==> src/rtl/mha_block_unpacker.sv <==
// Unpacks one wide word of TOTAL_MODULES square result blocks into a stream of
// block rows, one row per beat, with ready/valid on both sides.
module mha_block_unpacker #(
  parameter int WIDTH_OUT     = 16,
  parameter int BLOCK_SIZE    = 2,
  parameter int TOTAL_MODULES = 4,
  localparam int MOD_W = (TOTAL_MODULES > 1) ? $clog2(TOTAL_MODULES) : 1,
  localparam int ROW_W = (BLOCK_SIZE > 1) ? $clog2(BLOCK_SIZE) : 1
) (
  input  logic                                                 clk,
  input  logic                                                 rst_n,
  input  logic                                                 in_valid,
  output logic                                                 in_ready,
  input  logic [TOTAL_MODULES*BLOCK_SIZE*BLOCK_SIZE*WIDTH_OUT-1:0] in_data,
  input  logic                                                 in_last,
  output logic                                                 out_valid,
  input  logic                                                 out_ready,
  output logic [BLOCK_SIZE*WIDTH_OUT-1:0]                      out_data,
  output logic [MOD_W-1:0]                                     out_module,
  output logic [ROW_W-1:0]                                     out_row,
  output logic                                                 out_last
);

  localparam int BEATS     = TOTAL_MODULES * BLOCK_SIZE;
  localparam int CNT_W     = (BEATS > 1) ? $clog2(BEATS) : 1;
  localparam int ROW_BITS  = BLOCK_SIZE * WIDTH_OUT;
  localparam int WORD_BITS = BEATS * ROW_BITS;

  localparam logic [0:0] S_EMPTY = 1'b0;
  localparam logic [0:0] S_BUSY  = 1'b1;

  logic [0:0]           state_q;
  logic [WORD_BITS-1:0] buf_q;
  logic                 last_q;
  logic [CNT_W-1:0]     beat_q;
  logic [MOD_W-1:0]     mod_q;
  logic [ROW_W-1:0]     row_q;

  logic busy;
  logic final_beat;
  logic advance;
  logic accept;

  // Beat k is simply the k-th row-wide slice of the buffered word.
  logic [ROW_BITS-1:0] rows [BEATS];

  for (genvar i = 0; i < BEATS; i++) begin : g_rows
    assign rows[i] = buf_q[i*ROW_BITS +: ROW_BITS];
  end

  assign busy       = (state_q == S_BUSY);
  assign final_beat = busy && (beat_q == CNT_W'(BEATS - 1));
  assign advance    = busy && out_ready;
  // Reload is allowed in the cycle the last beat leaves, so words stream without a bubble.
  assign in_ready   = !busy || (final_beat && out_ready);
  assign accept     = in_valid && in_ready;

  assign out_valid  = busy;
  assign out_data   = rows[beat_q];
  assign out_module = mod_q;
  assign out_row    = row_q;
  assign out_last   = last_q && final_beat;

  always_ff @(posedge clk) begin
    if (!rst_n) begin
      // NOTE: non-blocking assignments throughout; the buffer is reset too so
      // out_data reads zero after reset rather than whatever the last word left.
      state_q <= S_EMPTY;
      buf_q   <= '0;
      last_q  <= 1'b0;
      beat_q  <= '0;
      mod_q   <= '0;
      row_q   <= '0;
    end else if (accept) begin
      state_q <= S_BUSY;
      buf_q   <= in_data;
      last_q  <= in_last;
      beat_q  <= '0;
      mod_q   <= '0;
      row_q   <= '0;
    end else if (advance) begin
      if (final_beat) begin
        state_q <= S_EMPTY;
        beat_q  <= '0;
        mod_q   <= '0;
        row_q   <= '0;
      end else begin
        beat_q <= beat_q + 1'b1;
        if (row_q == ROW_W'(BLOCK_SIZE - 1)) begin
          row_q <= '0;
          mod_q <= mod_q + 1'b1;
        end else begin
          row_q <= row_q + 1'b1;
        end
      end
    end
  end

endmodule

==> config.mk <==
export PLATFORM = sky130hd
export DESIGN_NAME = mha_block_unpacker
export DESIGN_NICKNAME = d
export VERILOG_FILES = /design/src/rtl/mha_block_unpacker.sv
export SDC_FILE = /design/constraint.sdc
export NUM_CORES = 1
export LEC_CHECK = 0
export BUFFER_PORTS_ARGS = -buffer_cell sky130_fd_sc_hd__buf_2
export CAP_MARGIN = 20
export CORE_MARGIN = 4
export CORE_UTILIZATION = 55
export DETAILED_ROUTE_END_ITERATION = 10
export MAX_ROUTING_LAYER = met4
export PLACE_DENSITY = 0.82
export SLEW_MARGIN = 10
export SYNTH_ARGS = -nofsm -noshare
export SYNTH_HDL_FRONTEND = slang
export SYNTH_SLANG_ARGS = --single-unit
==> constraint.sdc <==
create_clock -name clk -period 2.86 [get_ports clk]
set_input_delay 0.572 -clock clk [delete_from_list [all_inputs] [get_ports clk]]
set_output_delay 0.572 -clock clk [all_outputs]
set_load 0.05 [all_outputs]
== Yosys cells after proc, flatten, opt, wreduce, memory -nomap -nowiden ==
Cells that the tools add are included.
Word-level totals
  flip-flop bits (word level): 264
  output and inout bits: 38
Cells by class
  $add $sub $neg: 3
  $lt $le $gt $ge: 1
  equality and inequality tests: 1
  mux-type cells: 11
  bitwise logic cells: 2
  reduce and logical (&&, ||, !) cells: 13
Operator list (number)
  $bmux 32 s3: 1
  $mux 32: 2
  $reduce_bool 2->1: 3
  $logic_and 1x1->1: 5
  $mux 1: 5
  $ge 4x4->1 const B: 1
  $mux 2: 2
  $not 3->4: 1
  $reduce_and 2->1: 2
  $add 3x1->3 const B: 1
  $eq 3x3->1 const B: 1
  $mux 3: 1
  $add 2x1->2 const B: 1
  $reduce_or 2->1: 1
  $add 1x1->1 const B: 1
  $logic_not 1->1: 1
  $logic_or 1x1->1: 1
  $not 1->1: 1

== Depth between registers and ports, before layout ==
  depth after elaboration: 7
  depth in mapped cells: 7
  gate-level depth less buffers: 5

== Worst setup path before layout ==
Ideal clock, no wire load.
  path type: reg-to-output
  start: reg beat_q[0]
  end: out out_data[0]
  arrival time: 1596 ps
  path slack: 692 ps
  stages on the path, launching flop included: 5
  cells stage by stage: dfxtp_1 -> buf_6 -> buf_8 -> mux4_1 -> mux2_2
Between the ends
  word-level cells in the longest chain between the ends: 4
Ends and longest elaborated chain
  start, declared: line 35  | logic [CNT_W-1:0] beat_q;
  start signal, assigned: line 88  | beat_q <= beat_q + 1'b1;
  $not 3->4 (implied by the code): line 59  | assign out_data = rows[beat_q];
  $bmux 32 s3: line 59
  $mux 32 (implied by the code) (2 in series): line 59
  end, declared: line 18  | output logic [BLOCK_SIZE*WIDTH_OUT-1:0] out_data,
No other way between the ends. The select of a mux whose other input is x is not followed.

== Worst setup path in the final report ==
  start: reg beat_q[0]
  end: out out_data[23]
Same word-level chain as after synthesis.

==> reports/results.ini <==
[setup_path]
worst_r2r_path_depth=9
worstPathArrival_ns=2.26
rr_startpoint=beat_q[0]$_SDFFE_PP0P_
cp.buffers_inverters=3
crit_type=reg2out
r2r-end=buf_q[222]$_SDFFE_PN0P_
ff2ff_setup_slack_ns=0.52
setup.worst_path.start_class=flip-flop
crit_chain=buf_12 > clkbuf_16 > mux4_1 > mux2_2 > clkbuf_4
path_max_fanout=6
critPathMaxStageDelay_ns=0.56
required_ns=2.29
cpMaxStageDelayCell=mux4_1
cp_top_family=multiplexers
worstSetupEndpointType=output port

[yosys]
synthFlopType=dfxtp_1
synth_area_mm2=0.0124
synth.top_cell.area_share_pct=42.5
syn_nets=1526
yosysTopAreaCell=dfxtp_1
synthTopCellsByCount=nand2_1 (517), dfxtp_1 (264), mux2i_1 (259)
yosys_warnings=0
synth_area_per_cell_um2=9.85
syn_inst=1263
synth-seq-cells=264
yosysSeqAreaShare_pct=42.5
async_reset_ff_share_pct=0
ys_types=27
synth.area.top_cells=dfxtp_1 (42%), mux2i_1 (21%), nand2_1 (16%)
synth_enable_flop_cells=0
synthMostInstantiatedCell=nand2_1

[power]
p_leak_nw=6.87
power.density_mw_per_mm2=592
ir_drop_v=0.000557

[detailed_routing]
drt-total-wl_mm=34.9
route.detailed.drc=0
ant_nets=0
drt_iter0_markers=692
vias_per_cell=5.40
vias=9965
post_drt_wl_per_cell_um=18.9
drt_pass1_iterations=5

[cts]
clk_pin_slew_ns=0.06
cts.sinks=264
cts.path.max_buffers=3
root_buffer=clkbuf_16
cts_buffers=28
cts_max_level=1
tritoncts=built
clk_latency_ns=0.53

[timing]
max_freq_mhz=353
worst_pin_slew_ns=0.680
finalHoldViolCount=0
worst_slack_ns=0.0307
hold_ws_ns=0.276
skew_ns=0.00958
slew_viol_final=0
grt_setup_unrepaired=true
post-route-period-util_pct=98.9
tns_ns=0
final-setup-viol-count=0
finalCriticalPeriod_ns=2.83
max_slew_margin_pct=54.2

[floorplanning]
pin_count=299
die_w_um=158
die_h_um=158
fp-row-count=54
start_util_pct=56.5
dieArea_mm2=0.0251
design.core.area_mm2=0.0220

[finish]
synthToLayoutAreaGrowth_pct=23.5
final_util_pct=69.8
multi_input_area_mm2=0.00659
drive_gt1_share_pct=30.0
nets=1793
ff_latch_area_mm2=0.00529
final_cell_area_mm2=0.0154
fillers=1663

[worst_hold_path]
min_path_type=in2reg
hold_start=in_valid
whs_path_depth=2
min_to=out_valid$_SDFFE_PN0P_

[placed_design]
placed_area_mm2=0.0141
place_ws_ns=0.378
gp_congestion=0.980
dpl.hpwl_mm=25.5
port_buffers=298

[grt]
grt_use_total_pct=27.4
antenna_found_initial=16
grt_pass1_vias=10300
grt_max_degree=99
grt_pass1_wl_mm=52.4
grt-ovfl-total=0

[run]
maxCapViolations=0

[run_status]
outcome=finished, final reports clean

==> sequential cells by signal (all words and copies together) (netlist names) <==
name,flops
out_module,2
beat_q,3
last_q,1
out_valid,1
buf_q,256
out_row,1
==> routing by layer <==
metal | wire length [µm] | vias up | track usage [%] | share of wire (%)
met5 | 0 | - | - | 0
met1 | 12600 | 4696 | 28.5 | 36
met3 | 2500 | 83 | 6.14 | 7.2
met2 | 18300 | 341 | 49.9 | 52
met4 | 1490 | 0 | 11.3 | 4.3
li1 | - | 4845 | - | -
==> layout make-up <==
| cell class | count | share of cell area, % |
|---|---|---|
| diodes | 15 | 0.244 |
| clock buffers | 42 | 5.56 |
| clock inverters | 10 | 0.855 |
| inverters | 2 | 0.0488 |
| multi-input cells | 894 | 42.8 |
| flip-flops and latches | 264 | 34.4 |
| well taps | 280 | 2.28 |
| repair buffers | 340 | 13.7 |
==> timing repair <==
| item | CTS | global route |
|---|---|---|
| setup buffers | 2 | 3 |
| setup endpoints to repair | 29 | 20 |
| cloned | 0 | 4 |
| hold buffers | 0 | 0 |
| resized for setup | 5 | 23 |
| pin swaps | 0 | 1 |
==> power breakdown <==
part	switching [W]	total [W]	internal, W
sequential	0.000132	0.00404	0.00391
combinational	0.000668	0.00125	0.000579
clock	0.00148	0.00381	0.00233
==> logic make-up (layout without fill, tap and decap cells) <==
logic type                 count (synthesis)  in the layout  synth area share (%)
and+or+nand+nor                          527            527                  16.1
muxes                                    355            355                  36.1
DFF                                      264            264                  42.5
buffers and inverters                    105            394                  4.62
AOI/OAI and AO/OA                         10             10                 0.503
adders and majority gates                  2              2                 0.201
other                                      0             15                     0
==> how the worst max path moves through the flow <==
stage / start / end / slack, ns / depth (start not counted)
2_1_floorplan: beat_q[0]$_SDFFE_PP0P_ / out_data[0] / 0.69 / 4
3_3_place_gp: beat_q[0]$_SDFFE_PP0P_ / out_data[23] / 0.40 / 4
3_5_place_dp: beat_q[0]$_SDFFE_PP0P_ / out_data[23] / 0.38 / 4
4_1_cts: beat_q[0]$_SDFFE_PP0P_ / out_data[31] / -0.02 / 4
5_1_grt: beat_q[0]$_SDFFE_PP0P_ / out_data[5] / -0.02 / 5
6_report: beat_q[0]$_SDFFE_PP0P_ / out_data[23] / 0.03 / 5
==> cell usage in the layout, fill, tap and decap left out, drive strengths merged, types with 2 or more instances in the layout <==
cell type	netlist	final
a21oi	4	4
buf	43	335
bufinv	0	3
clkbuf	60	47
clkinv	0	5
dfxtp	264	264
diode	0	15
ha	2	2
inv	2	3
mux2	32	32
mux2i	259	259
mux4	64	64
nand2	517	517
nand4b	2	2
nor2	4	4
o21ai	3	3
==> worst reg2reg max path, delay by kind of cell (launching register included) <==
family	cells	cell delay, ns
compound gates	1	0.12
fa+ha+maj	2	0.47
buf+inv	4	0.93
flops	1	0.38
mux	1	0.23
simple gates	1	0.14
==> stage by stage <==
| stage | std cells | total power, W |
|---|---|---|
| 3_3_place_gp | 1771 | 0.00530 |
| 5_1_grt | 1847 | 0.00942 |
| 3_5_place_dp | 1771 | 0.00533 |
| 6_report | 1847 | 0.00910 |
| 2_1_floorplan | 1263 | 0.00491 |
| 4_1_cts | 1825 | 0.00913 |
(Power assumes the default switching activity.)
